## config.mk

```make
export PLATFORM = sky130hd
export DESIGN_NAME = load_store_buffer
export DESIGN_NICKNAME = d
export VERILOG_FILES = /design/src/rtl/load_store_buffer.sv
export SDC_FILE = /design/constraint.sdc
export NUM_CORES = 2
export LEC_CHECK = 0
export BUFFER_PORTS_ARGS = -buffer_cell sky130_fd_sc_hd__clkbuf_2
export CORE_MARGIN = 5
export CORE_UTILIZATION = 50
export CTS_CLUSTER_SIZE = 10
export DETAILED_ROUTE_END_ITERATION = 10
export GPL_TIMING_DRIVEN = 0
export HOLD_SLACK_MARGIN = 0.15
export PLACE_DENSITY_LB_ADDON = 0.25
export SYNTH_ARGS = -nofsm -noshare
export SYNTH_HDL_FRONTEND = slang
export SYNTH_SLANG_ARGS = --single-unit
```

## constraint.sdc

```tcl
create_clock -name clockIn -period 69.9 [get_ports clockIn]
set_clock_uncertainty 0.1 [all_clocks]
set_input_delay 3.495 -clock clockIn [delete_from_list [all_inputs] [get_ports clockIn]]
set_output_delay 3.495 -clock clockIn [all_outputs]
set_load 0.1 [all_outputs]
```

## src/rtl/load_store_buffer.sv

```systemverilog
// In-order load/store queue: tracks operand tags, snoops RS and load broadcasts,
// and issues one memory access at a time from the head.
module load_store_buffer #(
    parameter int unsigned LSB_WIDTH = 3,
    parameter int unsigned ROB_WIDTH = 4
) (
    input  logic                 clockIn,
    input  logic                 resetIn,
    input  logic                 readyIn,
    input  logic                 clear,
    input  logic                 addFlag,
    input  logic                 addStore,
    input  logic [2:0]           addFunct3,
    input  logic [ROB_WIDTH-1:0] addRobId,
    input  logic                 addBaseBusy,
    input  logic [ROB_WIDTH-1:0] addBaseId,
    input  logic [31:0]          addBaseVal,
    input  logic [31:0]          addOffset,
    input  logic                 addDataBusy,
    input  logic [ROB_WIDTH-1:0] addDataId,
    input  logic [31:0]          addDataVal,
    output logic                 full,
    input  logic                 rsFlag,
    input  logic [ROB_WIDTH-1:0] rsId,
    input  logic [31:0]          rsValue,
    input  logic                 storeFlag,
    input  logic [ROB_WIDTH-1:0] storeId,
    output logic                 loadFlag,
    output logic [ROB_WIDTH-1:0] loadId,
    output logic [31:0]          loadValue,
    output logic                 memReqFlag,
    output logic                 memWrite,
    output logic [31:0]          memAddr,
    output logic [1:0]           memLen,
    output logic [31:0]          memWData,
    input  logic                 memDone,
    input  logic [31:0]          memRData
);

    localparam int unsigned LSB_SIZE = 1 << LSB_WIDTH;
    localparam int unsigned CNT_W    = LSB_WIDTH + 1;

    typedef struct packed {
        logic                 valid;
        logic                 store;
        logic                 committed;
        logic [2:0]           funct3;
        logic [ROB_WIDTH-1:0] rob_id;
        logic                 base_busy;
        logic [ROB_WIDTH-1:0] base_id;
        logic [31:0]          base_val;
        logic [31:0]          offset;
        logic                 data_busy;
        logic [ROB_WIDTH-1:0] data_id;
        logic [31:0]          data_val;
    } entry_t;

    typedef enum logic [1:0] {
        S_IDLE    = 2'd0,
        S_WAIT    = 2'd1,
        S_DISCARD = 2'd2
    } state_t;

    state_t               state_q, state_d;
    entry_t               ent_q [LSB_SIZE];
    entry_t               ent_d [LSB_SIZE];
    entry_t               new_e;
    logic [LSB_WIDTH-1:0] head_q, head_d, tail_q, tail_d;
    logic [CNT_W-1:0]     count_q, count_d, cc_q, cc_d;
    logic                 load_flag_q, load_flag_d;
    logic [ROB_WIDTH-1:0] load_id_q, load_id_d;
    logic [31:0]          load_value_q, load_value_d;
    logic                 mem_req_q, mem_req_d;
    logic                 mem_write_q, mem_write_d;
    logic [31:0]          mem_addr_q, mem_addr_d;
    logic [1:0]           mem_len_q, mem_len_d;
    logic [31:0]          mem_wdata_q, mem_wdata_d;
    logic                 head_ready;
    logic                 commit_hit;
    logic [32:0]          snp;

    // Returns {busy, value} after matching a pending operand against both broadcasts.
    function automatic logic [32:0] snoop_op(
        input logic                 busy,
        input logic [ROB_WIDTH-1:0] id,
        input logic [31:0]          val,
        input logic                 rs_f,
        input logic [ROB_WIDTH-1:0] rs_id,
        input logic [31:0]          rs_val,
        input logic                 ld_f,
        input logic [ROB_WIDTH-1:0] ld_id,
        input logic [31:0]          ld_val
    );
        logic [32:0] r;
        r = {busy, val};
        if (busy && rs_f && (rs_id == id)) begin
            r = {1'b0, rs_val};
        end else if (busy && ld_f && (ld_id == id)) begin
            r = {1'b0, ld_val};
        end
        return r;
    endfunction

    function automatic logic [31:0] extend_load(input logic [2:0] f3, input logic [31:0] raw);
        logic [31:0] r;
        case (f3)
            3'b000:  r = {{24{raw[7]}}, raw[7:0]};
            3'b001:  r = {{16{raw[15]}}, raw[15:0]};
            3'b100:  r = {24'd0, raw[7:0]};
            3'b101:  r = {16'd0, raw[15:0]};
            default: r = raw;
        endcase
        return r;
    endfunction

    assign full       = (count_q == CNT_W'(LSB_SIZE));
    assign loadFlag   = load_flag_q;
    assign loadId     = load_id_q;
    assign loadValue  = load_value_q;
    assign memReqFlag = mem_req_q;
    assign memWrite   = mem_write_q;
    assign memAddr    = mem_addr_q;
    assign memLen     = mem_len_q;
    assign memWData   = mem_wdata_q;

    // Head is issuable once its base is ready; stores also need data and commit.
    always_comb begin
        head_ready = ent_q[head_q].valid && !ent_q[head_q].base_busy &&
                     (!ent_q[head_q].store ||
                      (!ent_q[head_q].data_busy && ent_q[head_q].committed));
    end

    // Next-state logic: snoop, commit, FSM pop, enqueue, then flush overrides.
    always_comb begin
        state_d      = state_q;
        head_d       = head_q;
        tail_d       = tail_q;
        count_d      = count_q;
        cc_d         = cc_q;
        ent_d        = ent_q;
        load_flag_d  = load_flag_q;
        load_id_d    = load_id_q;
        load_value_d = load_value_q;
        mem_req_d    = mem_req_q;
        mem_write_d  = mem_write_q;
        mem_addr_d   = mem_addr_q;
        mem_len_d    = mem_len_q;
        mem_wdata_d  = mem_wdata_q;
        commit_hit   = 1'b0;
        snp          = '0;
        new_e        = '0;

        if (readyIn) begin
            load_flag_d = 1'b0;

            for (int i = 0; i < int'(LSB_SIZE); i++) begin
                if (ent_q[i].valid) begin
                    snp = snoop_op(ent_q[i].base_busy, ent_q[i].base_id, ent_q[i].base_val,
                                   rsFlag, rsId, rsValue, load_flag_q, load_id_q, load_value_q);
                    ent_d[i].base_busy = snp[32];
                    ent_d[i].base_val  = snp[31:0];
                    snp = snoop_op(ent_q[i].data_busy, ent_q[i].data_id, ent_q[i].data_val,
                                   rsFlag, rsId, rsValue, load_flag_q, load_id_q, load_value_q);
                    ent_d[i].data_busy = snp[32];
                    ent_d[i].data_val  = snp[31:0];
                end
            end

            if (storeFlag) begin
                for (int i = 0; i < int'(LSB_SIZE); i++) begin
                    if (!commit_hit && ent_q[i].valid && ent_q[i].store &&
                        !ent_q[i].committed && (ent_q[i].rob_id == storeId)) begin
                        ent_d[i].committed = 1'b1;
                        commit_hit         = 1'b1;
                    end
                end
                if (commit_hit) begin
                    cc_d = cc_d + 1'b1;
                end
            end

            case (state_q)
                S_IDLE: begin
                    if (head_ready) begin
                        mem_req_d   = 1'b1;
                        mem_write_d = ent_q[head_q].store;
                        mem_addr_d  = ent_q[head_q].base_val + ent_q[head_q].offset;
                        mem_len_d   = ent_q[head_q].funct3[1:0];
                        mem_wdata_d = ent_q[head_q].data_val;
                        state_d     = S_WAIT;
                    end
                end
                S_WAIT: begin
                    if (memDone) begin
                        mem_req_d            = 1'b0;
                        ent_d[head_q].valid  = 1'b0;
                        head_d               = head_q + 1'b1;
                        count_d              = count_d - 1'b1;
                        if (ent_q[head_q].store) begin
                            cc_d = cc_d - 1'b1;
                        end else begin
                            load_flag_d  = 1'b1;
                            load_id_d    = ent_q[head_q].rob_id;
                            load_value_d = extend_load(ent_q[head_q].funct3, memRData);
                        end
                        state_d = S_IDLE;
                    end
                end
                S_DISCARD: begin
                    if (memDone) begin
                        mem_req_d = 1'b0;
                        state_d   = S_IDLE;
                    end
                end
                default: state_d = S_IDLE;
            endcase

            if (addFlag && !full && !clear) begin
                new_e.valid     = 1'b1;
                new_e.store     = addStore;
                new_e.funct3    = addFunct3;
                new_e.rob_id    = addRobId;
                new_e.base_id   = addBaseId;
                new_e.offset    = addOffset;
                new_e.data_id   = addDataId;
                snp = snoop_op(addBaseBusy, addBaseId, addBaseVal,
                               rsFlag, rsId, rsValue, load_flag_q, load_id_q, load_value_q);
                new_e.base_busy = snp[32];
                new_e.base_val  = snp[31:0];
                snp = snoop_op(addDataBusy, addDataId, addDataVal,
                               rsFlag, rsId, rsValue, load_flag_q, load_id_q, load_value_q);
                new_e.data_busy = snp[32];
                new_e.data_val  = snp[31:0];
                ent_d[tail_q]   = new_e;
                tail_d          = tail_q + 1'b1;
                count_d         = count_d + 1'b1;
            end

            // Committed stores sit contiguously at the head, so the survivors end at head+cc.
            if (clear) begin
                for (int i = 0; i < int'(LSB_SIZE); i++) begin
                    if (!ent_d[i].committed) begin
                        ent_d[i].valid = 1'b0;
                    end
                end
                tail_d      = head_d + LSB_WIDTH'(cc_d);
                count_d     = cc_d;
                load_flag_d = 1'b0;
                if ((state_d == S_WAIT) && !ent_q[head_q].store) begin
                    state_d = S_DISCARD;
                end
            end
        end
    end

    always_ff @(posedge clockIn or posedge resetIn) begin
        if (resetIn) begin
            state_q      <= S_IDLE;
            head_q       <= '0;
            tail_q       <= '0;
            count_q      <= '0;
            cc_q         <= '0;
            load_flag_q  <= 1'b0;
            load_id_q    <= '0;
            load_value_q <= '0;
            mem_req_q    <= 1'b0;
            mem_write_q  <= 1'b0;
            mem_addr_q   <= '0;
            mem_len_q    <= '0;
            mem_wdata_q  <= '0;
            for (int i = 0; i < int'(LSB_SIZE); i++) begin
                ent_q[i] <= '0;
            end
        end else begin
            state_q      <= state_d;
            head_q       <= head_d;
            tail_q       <= tail_d;
            count_q      <= count_d;
            cc_q         <= cc_d;
            load_flag_q  <= load_flag_d;
            load_id_q    <= load_id_d;
            load_value_q <= load_value_d;
            mem_req_q    <= mem_req_d;
            mem_write_q  <= mem_write_d;
            mem_addr_q   <= mem_addr_d;
            mem_len_q    <= mem_len_d;
            mem_wdata_q  <= mem_wdata_d;
            for (int i = 0; i < int'(LSB_SIZE); i++) begin
                ent_q[i] <= ent_d[i];
            end
        end
    end

endmodule
```

==> flow_summary.yaml <==
critical_path:
  crit_fanout: 10
  critPathSlowestCell: "clkbuf_1"
  worstRegToRegCells: 17
  r2r_start: "head_q[0]"
  path_cells: "buf_2 > buf_2 > clkbuf_1 > buf_2 > mux4_2 > mux2i_1 > inv_1 > ha_1 > a211oi_1 > o21bai_1 > o21ai_0 > o221ai_1 > o211ai_1 > a31oi_1 > a21oi_1 > xnor2_1 > o21ai_0"
  critPathLaunchType: "flop"
  worst-setup-path-type: "flop to flop"
  max_stage_delay_ps: 860
  critPathMostFrequentCell: "buf_2"
  path_delay_family: "compound AO/OA/AOI/OAI gates"
  critPathCaptureType: "flop"
  required_ps: 70440
  crit_buf_inv: 5
  crit_arrival_ps: 9150
  rrSetupSlack_ps: 61290
  rr_endpoint: "memAddr[31]"
synthesis:
  synthTopCellsByArea: "dfrtp_1, nand2_1, mux4_2"
  syn_avg_cell_area_um2: 9.54
  ys_types: 77
  synth_top_cell_area_share_pct: 43.9
  synth_fp_nets: 6501
  yosys.area.top_type: "dfrtp_1"
  synth_area_um2: 59800
  seq_area_frac_synth_pct: 43.9
  ys.flop_type: "dfrtp_1"
  synth_edf_count: 0
  async_flop_share_pct: 100
  ys_warn_count: 0
  synth-seq-cells: 1049
  postSynthCellCount: 6264
pwr:
  p_leak_nw: 30.7
  p_per_area_nw_per_um2: 50.1
  vdd.ir_drop.worst_uv: 41.0
global_route:
  grt_max_degree: 131
  grt_pass1_wl_um: 452000
  grt_use_total_pct: 50.8
  grt_antenna_before_repair: 33
  grt_pass1_vias: 57800
  grt.overflow.total: 0
final_layout:
  drive_above_1_share_pct: 14.8
  final_common_cell: "nand2_1"
  final_nets: 6868
  final_cell_mix: "nand2_1, dfrtp_1, clkbuf_1, nor2_1, o22ai_1"
  n_fill_cell: 10600
  area_growth_pct: 12.6
floorplan:
  pin_count: 300
  die_w_um: 356
  dieArea_um2: 127000
  die_h_um: 356
  rows: 126
  core_um2: 118000
  initial_core_util_pct: 50.5
drt:
  dr.first_iter.drc_count: 10600
  vias: 60600
  ant_nets: 0
  wl_um: 328000
  drc: 9
  drt_pre_antenna_iters: 11
  wl_per_cell_um: 39.4
  viasPerCell: 7.28
hold_path:
  hold_start: "ent_q[176]"
  worstHoldPathType: "flop to flop"
  whs_path_depth: 2
  hold_end: "ent_q[176]"
sta:
  setup_slack_ps: 61290
  max_freq_ghz: 0.116
  period_minus_slack_ps: 8610
  fin_crit_sh_pct: 12.3
  timing.hold.ws_ps: 370
  finalHoldViolCount: 0
  setup_viol: 0
  setup_tns_ps: 0
  slew_viol_final: 173
  rsz0062_at_grt: "no"
  max_slew.worst_pin.slew_ps: 1630
  relSlewSlack_pct: -8.88
clock_tree:
  clock_latency_ps: 810
  postCtsSetupRepairBufs: 0
  cts_sinks: 1049
  clk_pin_slew_ps: 60
  tritoncts: "done"
  cts_buffers: 131
  htree_num_levels: 4
  cts_root_buf: "clkbuf_16"
  cts-hold-fix-buffers: 0
  cts-resized-gates: 0
  clockBufferDepth: 3
placement:
  finalWeightedCongestion: 1.08
  dp_hpwl_um: 237000
  portBuffers: 215
  pre_cts_ws_ps: 61730
outcome:
  violations: "DRC, capacitance limit, slew limit"
  status: "complete, but fails checks"
flow_run:
  cap_violations: 18
-- tightest hold or removal path: cells and delay by family, from the launching register on --
family        cells  cell delay [ps]
flops             1              330
simple gates      2              100
-- synth_stat cells (31+ instances only) --
| master | n |
|---|---|
| nand2_1 | 1325 |
| dfrtp_1 | 1049 |
| clkbuf_1 | 496 |
| nor2_1 | 363 |
| o22ai_1 | 340 |
| a21oi_1 | 318 |
| mux2i_1 | 307 |
| o21ai_0 | 276 |
| mux4_2 | 208 |
| mux2_2 | 184 |
| a22oi_1 | 125 |
| buf_2 | 105 |
| a221oi_1 | 104 |
| o22a_1 | 104 |
| nand3_1 | 97 |
| o221ai_1 | 91 |
| xnor2_1 | 87 |
| xor2_1 | 80 |
| inv_1 | 75 |
| a22o_1 | 57 |
| buf_1 | 54 |
| ha_1 | 41 |
| o21ai_1 | 33 |
| nor3_1 | 31 |
-- worst max-delay path by stage --
stage / end / slack [ps] / cells after the start / start
3_5_place_dp: memAddr[31] / 61730 / 17 / head_q[0]
5_1_grt: memAddr[31] / 61510 / 17 / head_q[0]
4_1_cts: memAddr[31] / 61700 / 17 / head_q[0]
2_1_floorplan: cc_q[0] / 36780 / 1 / resetIn
6_report: memAddr[31] / 61290 / 17 / head_q[0]
3_3_place_gp: ent_q[390] / 23420 / 2 / resetIn
-- kinds of logic (layout without fill, tap and decap cells) --
kind of cell / count (synthesis) / after routing / synth area share, %
simple gates: 1927 / 1927 / 13.0
compound gates: 1639 / 1639 / 18.4
flops: 1049 / 1049 / 43.9
other cells: 0 / 27 / 0
mux: 700 / 700 / 16.5
buf+inv: 739 / 1174 / 4.91
xor+xnor: 167 / 167 / 2.45
fa+ha+maj: 43 / 43 / 0.925
-- per-stage QoR --
step	power, mW	util [%]	area (um2)	instances
floorplan	2.06	-	59800	6264
global placement	2.61	53.1	62900	8079
detailed placement	2.64	53.5	63300	8096
CTS	3.29	56.8	67200	8297
global route	3.47	56.8	67300	8300
finish	3.37	56.9	67300	8326
-- power by group --
group          total [mW]  switching (mW)  internal, mW
Sequential           1.01           0.170         0.837
Combinational        1.71            1.15         0.563
Clock               0.658           0.294         0.364
Total                3.37            1.61          1.76
-- sequential cells by signal, indices dropped and copies added, names as in the netlist --
signal      flops
cc_q            4
memReqFlag      1
head_q          3
state_q         2
loadId          4
loadValue      32
count_q         4
memLen          2
loadFlag        1
memAddr        32
memWData       32
memWrite        1
ent_q         928
tail_q          3
-- cell type report --
cell class | instances | area [um2] | area share, %
Tap cell | 1600 | 2000 | 2.97
Buffer | 661 | 2660 | 3.95
Inverter | 78 | 300 | 0.446
Clock inverter | 23 | 307 | 0.455
Sequential cell | 1049 | 26300 | 39.0
Timing Repair Buffer | 234 | 1490 | 2.22
Multi-Input combinational cell | 4476 | 30600 | 45.5
Antenna cell | 27 | 67.6 | 0.100
Clock buffer | 178 | 3600 | 5.34
-- per-layer routing --
metal	global-route usage, %	share of wire (%)
met3	22.5	15
met1	62.8	36
met4	37.8	9.5
met2	69.8	40
met5	0	0.045
No activity file was read; power rests on OpenSTA's default activity.
